[src/rtl/monopix_bridge_pkg.sv]
// Shared types and helpers for the MONOPIX arbiter-to-readout-FIFO bridge.
package monopix_bridge_pkg;

  typedef enum logic [1:0] {IDLE, STREAM, HOLD, DRAIN} state_t;

  // Word identifiers carried in the top nibble of each arbiter word
  localparam logic [3:0] ID_TS  = 4'h4;
  localparam logic [3:0] ID_INJ = 4'h5;
  localparam logic [3:0] ID_MON = 4'h6;
  localparam logic [3:0] ID_TLU = 4'h7;
  localparam int         ID_MSB = 31;
  localparam int         ID_LSB = 28;

  function automatic logic [31:0] sat_inc32(input logic [31:0] v);
    return (v == 32'hFFFF_FFFF) ? v : v + 32'd1;
  endfunction

  function automatic logic [15:0] sat_inc16(input logic [15:0] v);
    return (v == 16'hFFFF) ? v : v + 16'd1;
  endfunction

endpackage

[src/rtl/bridge_sfifo.sv]
// Synchronous first-word-fall-through buffer. The head is read straight
// from the array at the read pointer; a push into an empty buffer becomes
// visible on the next cycle (no bypass path).
module bridge_sfifo #(
  parameter  int DEPTH = 64,
  parameter  int WIDTH = 32,
  localparam int AW    = $clog2(DEPTH)
) (
  input  logic             i_clk,
  input  logic             i_rst_n,
  input  logic             i_push,
  input  logic [WIDTH-1:0] i_din,
  input  logic             i_pop,
  output logic [WIDTH-1:0] o_head,
  output logic             o_empty,
  output logic             o_full,
  output logic [AW:0]      o_fill
);

  localparam logic [AW:0] FULL_LVL = (AW+1)'(DEPTH);

  logic [WIDTH-1:0] r_mem [DEPTH];
  logic [AW-1:0]    r_wr;
  logic [AW-1:0]    r_rd;
  logic [AW:0]      r_fill;
  logic             w_push;
  logic             w_pop;

  assign o_empty = (r_fill == '0);
  assign o_full  = (r_fill == FULL_LVL);
  assign o_fill  = r_fill;
  assign o_head  = r_mem[r_rd];
  // A push into a full buffer is dropped rather than corrupting the head
  assign w_push  = i_push && !o_full;
  assign w_pop   = i_pop && !o_empty;

  // Storage array, no reset: contents are qualified by r_fill
  always_ff @(posedge i_clk)
    if (w_push) r_mem[r_wr] <= i_din;

  // Pointers wrap modulo DEPTH; occupancy tracked separately in AW+1 bits
  always_ff @(posedge i_clk or negedge i_rst_n)
    if (!i_rst_n) begin
      r_wr   <= '0;
      r_rd   <= '0;
      r_fill <= '0;
    end else begin
      if (w_push) r_wr <= r_wr + 1'b1;
      if (w_pop)  r_rd <= r_rd + 1'b1;
      case ({w_push, w_pop})
        2'b10:   r_fill <= r_fill + 1'b1;
        2'b01:   r_fill <= r_fill - 1'b1;
        default: r_fill <= r_fill;
      endcase
    end

  a_no_overflow: assert property (@(posedge i_clk) disable iff (!i_rst_n)
    !(i_push && o_full));

endmodule

[src/rtl/monopix_arb_fifo_bridge.sv]
// Elastic stage between the MONOPIX arbiter and the SiTCP/USB readout FIFO.
// Optional per-identifier word counters are built when
// MONOPIX_BRIDGE_STATS_EN is defined.
module monopix_arb_fifo_bridge
  import monopix_bridge_pkg::*;
#(
  parameter  int DEPTH        = 64,
  parameter  int READY_MARGIN = 2,
  localparam int AW           = $clog2(DEPTH)
) (
  input  logic        BUS_CLK,
  input  logic        BUS_RST_N,
  input  logic        ENABLE,
  input  logic        CNT_CLR,
  input  logic        ARB_WRITE_IN,
  input  logic [31:0] ARB_DATA_IN,
  output logic        ARB_READY_OUT,
  input  logic        FIFO_FULL,
  input  logic        FIFO_NEAR_FULL,
  output logic        FIFO_WRITE,
  output logic [31:0] FIFO_DATA,
  output logic [AW:0] FILL,
  output logic [AW:0] MAX_FILL,
  output logic [31:0] WORD_CNT,
  output logic [15:0] STALL_CNT,
`ifdef MONOPIX_BRIDGE_STATS_EN
  output logic [15:0] ID_CNT_TS,
  output logic [15:0] ID_CNT_INJ,
  output logic [15:0] ID_CNT_MON,
  output logic [15:0] ID_CNT_TLU,
  output logic [15:0] ID_CNT_OTHER,
`endif
  output logic        DRAINED
);

  // Ready drops early enough that the word already in flight still fits
  localparam logic [AW:0] READY_LIM = (AW+1)'(DEPTH - READY_MARGIN - 1);

  state_t      r_state;
  logic        r_ready;
  logic        r_drained;
  logic [AW:0] r_max_fill;
  logic [31:0] r_word_cnt;
  logic [15:0] r_stall_cnt;

  logic [31:0] w_head;
  logic        w_empty;
  logic        w_full;
  logic [AW:0] w_fill;
  logic [AW:0] w_fill_nx;
  logic        w_empty_nx;
  logic        w_push;
  logic        w_pop;

  assign w_push     = ARB_WRITE_IN && r_ready;
  assign w_pop      = (r_state == STREAM || r_state == DRAIN) && !w_empty && !FIFO_FULL;
  assign w_empty_nx = (w_fill_nx == '0);

  assign ARB_READY_OUT = r_ready;
  assign FIFO_WRITE    = w_pop;
  assign FIFO_DATA     = w_empty ? 32'd0 : w_head;
  assign FILL          = w_fill;
  assign MAX_FILL      = r_max_fill;
  assign WORD_CNT      = r_word_cnt;
  assign STALL_CNT     = r_stall_cnt;
  assign DRAINED       = r_drained;

  bridge_sfifo #(.DEPTH(DEPTH), .WIDTH(32)) u_buf (
    .i_clk   (BUS_CLK),
    .i_rst_n (BUS_RST_N),
    .i_push  (w_push),
    .i_din   (ARB_DATA_IN),
    .i_pop   (w_pop),
    .o_head  (w_head),
    .o_empty (w_empty),
    .o_full  (w_full),
    .o_fill  (w_fill)
  );

  // Occupancy after this cycle's push/pop, used for ready and state decisions
  always_comb begin
    w_fill_nx = w_fill;
    if (w_push && !w_pop)      w_fill_nx = w_fill + 1'b1;
    else if (w_pop && !w_push) w_fill_nx = w_fill - 1'b1;
  end

  // Flow-control FSM with registered ready and drained flags.
  // Decisions look at next-cycle occupancy so a freshly accepted word is
  // streamed on the very next cycle.
  always_ff @(posedge BUS_CLK or negedge BUS_RST_N)
    if (!BUS_RST_N) begin
      r_state   <= IDLE;
      r_ready   <= 1'b0;
      r_drained <= 1'b1;
    end else begin
      r_ready   <= ENABLE && (w_fill_nx <= READY_LIM);
      r_drained <= !ENABLE && w_empty_nx;
      case (r_state)
        IDLE:
          if (!ENABLE)          r_state <= DRAIN;
          else if (!w_empty_nx) r_state <= FIFO_NEAR_FULL ? HOLD : STREAM;
        STREAM:
          if (FIFO_NEAR_FULL)   r_state <= HOLD;
          else if (!ENABLE)     r_state <= DRAIN;
          else if (w_empty_nx)  r_state <= IDLE;
        HOLD:
          if (!FIFO_NEAR_FULL) begin
            if (!ENABLE)         r_state <= DRAIN;
            else if (w_empty_nx) r_state <= IDLE;
            else                 r_state <= STREAM;
          end
        DRAIN:
          if (FIFO_NEAR_FULL)            r_state <= HOLD;
          else if (ENABLE && w_empty_nx) r_state <= IDLE;
        default: r_state <= IDLE;
      endcase
    end

  // Run-monitoring counters; a clear overrides any same-cycle increment
  always_ff @(posedge BUS_CLK or negedge BUS_RST_N)
    if (!BUS_RST_N) begin
      r_word_cnt  <= '0;
      r_stall_cnt <= '0;
      r_max_fill  <= '0;
    end else if (CNT_CLR) begin
      r_word_cnt  <= '0;
      r_stall_cnt <= '0;
      r_max_fill  <= '0;
    end else begin
      if (w_push)                      r_word_cnt  <= sat_inc32(r_word_cnt);
      if (r_state == HOLD && !w_empty) r_stall_cnt <= sat_inc16(r_stall_cnt);
      if (w_fill > r_max_fill)         r_max_fill  <= w_fill;
    end

  a_no_write_at_full: assert property (@(posedge BUS_CLK) disable iff (!BUS_RST_N)
    !(w_push && w_full));

`ifdef MONOPIX_BRIDGE_STATS_EN
  logic [15:0] r_id_ts;
  logic [15:0] r_id_inj;
  logic [15:0] r_id_mon;
  logic [15:0] r_id_tlu;
  logic [15:0] r_id_other;
  logic [3:0]  w_id;

  assign w_id         = ARB_DATA_IN[ID_MSB:ID_LSB];
  assign ID_CNT_TS    = r_id_ts;
  assign ID_CNT_INJ   = r_id_inj;
  assign ID_CNT_MON   = r_id_mon;
  assign ID_CNT_TLU   = r_id_tlu;
  assign ID_CNT_OTHER = r_id_other;

  // Per-identifier tallies of accepted words
  always_ff @(posedge BUS_CLK or negedge BUS_RST_N)
    if (!BUS_RST_N || CNT_CLR) begin
      r_id_ts    <= '0;
      r_id_inj   <= '0;
      r_id_mon   <= '0;
      r_id_tlu   <= '0;
      r_id_other <= '0;
    end else if (w_push) begin
      case (w_id)
        ID_TS:   r_id_ts    <= sat_inc16(r_id_ts);
        ID_INJ:  r_id_inj   <= sat_inc16(r_id_inj);
        ID_MON:  r_id_mon   <= sat_inc16(r_id_mon);
        ID_TLU:  r_id_tlu   <= sat_inc16(r_id_tlu);
        default: r_id_other <= sat_inc16(r_id_other);
      endcase
    end
`endif

endmodule

[config.mk]
export PLATFORM = sky130hd
export DESIGN_NAME = monopix_arb_fifo_bridge
export DESIGN_NICKNAME = d
export VERILOG_FILES = /design/src/rtl/monopix_bridge_pkg.sv /design/src/rtl/bridge_sfifo.sv /design/src/rtl/monopix_arb_fifo_bridge.sv
export SDC_FILE = /design/constraint.sdc
export NUM_CORES = 2
export LEC_CHECK = 0
export BUFFER_PORTS_ARGS = -buffer_cell sky130_fd_sc_hd__buf_2
export CAP_MARGIN = 10
export CORE_ASPECT_RATIO = 1.75
export CORE_MARGIN = 2
export CORE_UTILIZATION = 40
export CTS_BUF_LIST = sky130_fd_sc_hd__clkbuf_8
export DETAILED_ROUTE_END_ITERATION = 16
export GPL_TIMING_DRIVEN = 0
export PLACE_DENSITY = 0.64
export SLEW_MARGIN = 20
export SYNTH_ARGS = -nofsm -noshare
export SYNTH_HDL_FRONTEND = slang
export SYNTH_SLANG_ARGS = --single-unit
[constraint.sdc]
create_clock -name BUS_CLK -period 8.7 [get_ports BUS_CLK]
set_input_delay 0.87 -clock BUS_CLK [delete_from_list [all_inputs] [get_ports BUS_CLK]]
set_output_delay 0.87 -clock BUS_CLK [all_outputs]
set_load 0.1 [all_outputs]
Yosys cells after proc, flatten, opt, wreduce, memory -nomap -nowiden --
Memory sizes are Yosys's and may differ from the RTL's. Index checks and enable logic that the tools add are counted.
Word-level totals: logic and storage cells 86, memory bits (read-only) 0, bits in latches 0, bits in writable memories 2048, output and inout bits 97, bits in registers 78, input port bits 39, memories kept 1
Memories:
- u_buf.r_mem | words 64, bits a word 32, read ports 1, clocked after memory_dff 0, write ports 1, line bridge_sfifo.sv:22 | logic [WIDTH-1:0] r_mem [DEPTH];
Operators by class: shift operators 0, equal/unequal tests 14, $lt $le $gt $ge 2, bitwise logic cells 0, reductions and logical operators 28, div/mod/pow operators 0, muxes and demuxes 26, $add $sub $neg 6, $mul 0
Operators with widths (count):
- two-way mux 32 bit | 4
- two-way mux 16 bit | 3
- adder 32 x 1 -> 32 bit (second input constant) | 1
- equality test 32 bit (second input constant) | 1
- two-way mux 7 bit | 4
- two-way mux 2 bit | 10
- adder 16 x 1 -> 16 bit (second input constant) | 1
- equality test 16 bit (second input constant) | 1
- logical NOT 7 bit | 2
- case mux 7 bit (2 select lines) | 1
- adder 6 x 1 -> 6 bit (second input constant) | 2
- logical AND 1 bit | 11
- case mux 2 bit (4 select lines) | 1
- nonzero test 2 bit | 4
- adder 7 x 1 -> 7 bit (second input constant) | 1
- equality test 7 bit (second input constant) | 1
- greater-than comparator 7 bit | 1
- less-or-equal comparator 7 x 6 -> 1 bit (second input constant) | 1
- subtractor 7 x 1 -> 7 bit (second input constant) | 1
- equality test 2 bit (second input constant) | 3
- logical NOT 1 bit | 6
- != test 2 bit (second input constant) | 3
- equality test 2 x 1 -> 1 bit (second input constant) | 2
- != test 4 bit (second input constant) | 1
- other kinds (7) | 10

Depth between registers and ports, before layout --
depth after elaboration 12, depth in mapped cells 13

By module --
From an unflattened synthesis, not the netlist that was laid out.
Second synthesis, totals: cell total of the unflattened synthesis 3877, area total of the unflattened synthesis 83108.5 um^2
By module, submodules not included:
- bridge_sfifo | sequential area each 61974.4 um^2, cells each 3443, area an instance 79152.2 um^2, instances 1
- monopix_arb_fifo_bridge | sequential area each 1477.7 um^2, cells each 434, area an instance 3956.3 um^2, instances 1

Worst setup path before layout --
No wires, ideal clock.
path type reg2reg, from reg u_buf.r_fill[0] (netlist: u_buf.o_fill[0]), to mem u_buf.r_mem[59][0], enable pin, path buffers 1, data arrival time 4229 ps, setup slack 4050 ps, cell stages (with the launch flop) 11, path through dfrtp_1 > clkbuf_1 > inv_1 > ha_1 > or3b_4 > nor3_4 > a21oi_1 > inv_1 > nor2_1 > nand3_1 > nor2_1
On the way: word-level cells in the longest chain between the ends 5
Ends and longest elaborated chain:
- from (decl) | line bridge_sfifo.sv:25 | logic [AW:0] r_fill;
- from (signal assigned) | line bridge_sfifo.sv:51 | 2'b10: r_fill <= r_fill + 1'b1;
- from (signal assigned) | line bridge_sfifo.sv:52 | 2'b01: r_fill <= r_fill - 1'b1;
- from (signal assigned) | line bridge_sfifo.sv:53 | default: r_fill <= r_fill;
- equality test 7 bit | line bridge_sfifo.sv:30 | assign o_full = (r_fill == FULL_LVL);
- logical NOT 1 bit | line bridge_sfifo.sv:34 | assign w_push = i_push && !o_full;
- logical AND 1 bit | line bridge_sfifo.sv:34
- two-way mux 1 bit | line bridge_sfifo.sv:39 | if (w_push) r_mem[r_wr] <= i_din;
- two-way mux 1 bit (not written as such) | line bridge_sfifo.sv:39
- to (decl) | line bridge_sfifo.sv:22
No other way between the ends.

Worst setup path after layout --
from reg u_buf.r_rd[1], to out FIFO_DATA[5]
On the way: word-level cells in the longest chain between the ends 2
Ends and longest elaborated chain:
- from (decl) | line bridge_sfifo.sv:24 | logic [AW-1:0] r_rd;
- from (signal assigned) | line bridge_sfifo.sv:49 | if (w_pop) r_rd <= r_rd + 1'b1;
- memory (64 x 32 bit)
- two-way mux 32 bit | line monopix_arb_fifo_bridge.sv:61 | assign FIFO_DATA = w_empty ? 32'd0 : w_head;
- to (decl) | line monopix_arb_fifo_bridge.sv:21 | output logic [31:0] FIFO_DATA,
No other way between the ends.

==> impl_summary.log <==
INFO  metric h-tree-depth = 5
INFO  metric cts_post_setup_buffers_inserted = 0
INFO  metric wire_length_of_the_first_global_routing_pass = 322 mm
INFO  metric synth_enable_flop_cells = 2048
INFO  metric register_bit_total_from_synthesis = 2126
INFO  metric worst_ep_arrival_time = 6.12 ns
INFO  metric max-clock-path-buffers = 4
INFO  metric report.power.total = 29.8 mW
INFO  metric initial_utilization = 40.1%
INFO  metric drt.antenna.violating_nets = 0
INFO  metric final_max_slew_viol_count = 0
INFO  metric synthDominantAreaCellType = sky130_fd_sc_hd__edfxtp_1
INFO  metric synth.top_cell.area_share = 74.8%
INFO  metric crit_fanout = 10
INFO  metric seq_area_frac_synth = 77.2%
INFO  metric post_cts.resized_instances = 0
INFO  metric area.growth.synth_to_final = 15.8%
INFO  metric grt_antenna_before_repair = 17
INFO  metric yosysWarnings = 0
INFO  metric multiInputGateArea = 18300 um2
INFO  metric grt_pass1_vias = 42746
INFO  metric syn-mean-instance-area = 22.9 um2
INFO  metric timing.critical_path.cells = buf_2, buf_2, buf_2, buf_2, clkbuf_1, clkbuf_1, a211oi_1, a21oi_1, a32oi_1, nand2_1, buf_2
INFO  metric globalRouteMet2Util = 40.3%
INFO  metric grtUsageMet1 = 23.8%
INFO  metric yosys.cell_count.top_type = sky130_fd_sc_hd__edfxtp_1
INFO  metric leakage = 30.2 nW
INFO  metric io_buffer_count = 135
INFO  metric layout.filler_cells = 16687
INFO  metric synth.distinct_cells = 56
INFO  metric outcome = complete, no violations
INFO  metric route.final.wire_length = 233 mm
INFO  metric worst_path_max_delay_cell = sky130_fd_sc_hd__clkbuf_1
INFO  metric grt_max_degree = 65
INFO  metric viasPerCell = 5.85
INFO  metric globalRouteOverflowTotal = 0
INFO  metric yosys-top-cells-area = sky130_fd_sc_hd__edfxtp_1 75%, sky130_fd_sc_hd__mux4_2 17%, sky130_fd_sc_hd__dfrtp_1 2.3%, sky130_fd_sc_hd__nor2_1 0.63%, sky130_fd_sc_hd__nand2_1 0.45%
INFO  metric dieArea = 209000 um2
INFO  metric met3_usage = 3.88%
INFO  metric crit_path_end_kind = output pin
INFO  metric path_buf_inv = 7
INFO  metric worst_skew_pair.late_latency = 0.95 ns
INFO  metric critical_path.max_stage_delay = 0.64 ns
INFO  metric maxCapViolations = 0
INFO  metric critPathRequiredTime = 7.83 ns
INFO  metric gr-max-usage-layer = met2
INFO  metric fin_setup_tns = 0 ns
INFO  metric die_width = 347 um
INFO  metric fin_worst_skew = 0.0561 ns
INFO  metric finalCriticalPeriod = 6.99 ns
INFO  metric post_drt_wl_per_cell = 33.1 um
INFO  metric grt_setup_unrepaired = no
INFO  metric crit_type = reg2out
INFO  metric syn-cell-area = 82200 um2
INFO  metric cts_tree = built
INFO  metric floorplan.io_pins = 136
INFO  metric synth_common_cells = 2048 x sky130_fd_sc_hd__edfxtp_1, 621 x sky130_fd_sc_hd__mux4_2, 138 x sky130_fd_sc_hd__nor2_1
INFO  metric route.detailed.drc = 0
INFO  metric synthCells = 3584
INFO  metric hpwl = 158 mm
INFO  metric maxClockFrequency = 143 MHz
INFO  metric synth_flop_cell = sky130_fd_sc_hd__edfxtp_1
INFO  metric cts.hold.buffers_added = 1
INFO  metric routability_cong = 0.862
INFO  metric ys_async_sr_fraction = 3.67%
INFO  metric final_design_area_no_fill = 95200 um2
INFO  metric core_area = 205000 um2
INFO  metric root_buffer = sky130_fd_sc_hd__clkbuf_8
INFO  metric layout-drive-gt1-share = 33.3%
INFO  metric hold_viol_final = 0
INFO  metric worstMarginPinSlew = 1.22 ns
INFO  metric fin_crit_sh = 80.3%
INFO  metric cts.reportedPaths.clkPinSlew = 0.07 ns
INFO  metric timing.max_slew.rel_slack = 18.2%
INFO  metric hold_path_class = in2reg
INFO  metric drt-initial-drc-count = 4457
INFO  metric cp-start-kind = flip-flop
INFO  metric path_delay_family = buffers and inverters
INFO  metric placed_cell_area = 89700 um2
INFO  metric first_pass_iters = 5
INFO  metric cts.sinks = 2126
INFO  metric power_per_cell_area = 313 nW/um2
INFO  metric finish.net_count = 4203
INFO  metric final-setup-viol-count = 0
INFO  metric syn_nets = 3637
INFO  metric critPathMostFrequentCell = sky130_fd_sc_hd__buf_2
INFO  metric seq_area = 63500 um2
INFO  metric worst_ir_drop_on_vdd = 663 uV
INFO  metric die_h = 604 um
INFO  metric vias = 41210
INFO  metric std_cell_rows = 220
INFO  metric cts-buffers-inserted = 300
INFO  metric gr-usage-all-layers = 22.1%
==> power by group <==
| part | total, mW | leakage (nW) | internal [mW] | switching (mW) |
|---|---|---|---|---|
| clock network | 7.35 | 3.06 | 3.59 | 3.76 |
| logic | 11.0 | 7.71 | 3.80 | 7.16 |
| registers | 11.5 | 19.4 | 11.4 | 0.0900 |
| total | 29.8 | 30.2 | 18.8 | 11.0 |
==> cell families after synthesis <==
family	synth area share, %
XOR/XNOR	0.597
buffers and inverters	1.09
AO/OA/AOI/OAI	1.05
AND/OR/NAND/NOR	2.09
multiplexers	17.7
adder cells (fa/ha/maj)	0.237
flip-flops	77.2
==> through the flow <==
stage / hold slack, ns / instances / worst slack [ns] / utilization, %
floorplan: 0.478 / 3584 / 4.05 / -
global placement: 0.496 / 6383 / 0.984 / 42.1
detailed placement: 0.552 / 6511 / 2.76 / 43.8
CTS: 0.0469 / 7033 / 1.74 / 46.4
global route: 0.0983 / 7035 / 1.75 / 46.5
finish: 0.108 / 7039 / 1.71 / 46.5
==> sequential cells by signal, summed over array words and instances, names as in the netlist <==
register,count
MAX_FILL,7
WORD_CNT,32
ARB_READY_OUT,1
u_buf.o_fill,7
u_buf.r_wr,6
DRAINED,1
u_buf.r_rd,6
STALL_CNT,16
u_buf.r_mem,2048
r_state,2
==> worst paths after layout <==
path | from | to | slack (ns) | cells past startpoint
min in group asynchronous | BUS_RST_N | WORD_CNT[7] | 0.39 | 2
max reg2reg | u_buf.o_fill[0] | u_buf.r_mem[51][9] | 3.30 | 12
max | u_buf.r_rd[1] | FIFO_DATA[5] | 1.71 | 11
min reg2reg | MAX_FILL[0] | MAX_FILL[0] | 0.56 | 2
max in group asynchronous | BUS_RST_N | DRAINED | 7.66 | 3
min | ENABLE | DRAINED | 0.11 | 2
==> cells in the final DEF, fill, tap and decap left out, types with 10 or more instances in the layout <==
master	instances
sky130_fd_sc_hd__clkinv_2	33
sky130_fd_sc_hd__o21ai_0	15
sky130_fd_sc_hd__buf_2	180
sky130_fd_sc_hd__a21oi_1	38
sky130_fd_sc_hd__inv_1	103
sky130_fd_sc_hd__nor3_1	13
sky130_fd_sc_hd__buf_16	55
sky130_fd_sc_hd__edfxtp_1	2048
sky130_fd_sc_hd__bufinv_16	10
sky130_fd_sc_hd__clkbuf_8	307
sky130_fd_sc_hd__dfrtp_1	77
sky130_fd_sc_hd__mux2i_1	29
sky130_fd_sc_hd__nor2_1	74
sky130_fd_sc_hd__nand4_1	22
sky130_fd_sc_hd__a22oi_1	32
sky130_fd_sc_hd__xnor2_1	20
sky130_fd_sc_hd__a211oi_1	21
sky130_fd_sc_hd__xor2_1	36
sky130_fd_sc_hd__ha_1	14
sky130_fd_sc_hd__nand3_1	24
sky130_fd_sc_hd__clkinvlp_4	12
sky130_fd_sc_hd__mux4_2	621
sky130_fd_sc_hd__clkbuf_1	80
sky130_fd_sc_hd__buf_12	71
sky130_fd_sc_hd__mux2_2	28
sky130_fd_sc_hd__clkbuf_2	17
sky130_fd_sc_hd__clkinv_1	69
sky130_fd_sc_hd__nor2_4	64
sky130_fd_sc_hd__nand2_1	98
sky130_fd_sc_hd__buf_1	14
sky130_fd_sc_hd__buf_4	34
sky130_fd_sc_hd__nor2b_1	28
==> area by class of cell <==
cell class                 count  share of cell area [%]
timing repair buffer         264                    3.90
inverter                      20                  0.0789
antenna                        6                  0.0158
clock inverter               214                    1.25
tap                         2664                    3.50
sequential                  2126                    66.6
multi-input combinational   1248                    19.3
clock buffer                 307                    4.44
buffer                       190                   0.898
==> routing by layer <==
| layer | routed length [um] | part of all wire, % |
|---|---|---|
| met2 | 125000 | 54 |
| met4 | 15600 | 6.7 |
| met1 | 75600 | 32 |
| met3 | 16400 | 7.0 |
| met5 | 80 | 0.034 |
Note: power is estimated with default switching activity, not from simulation.
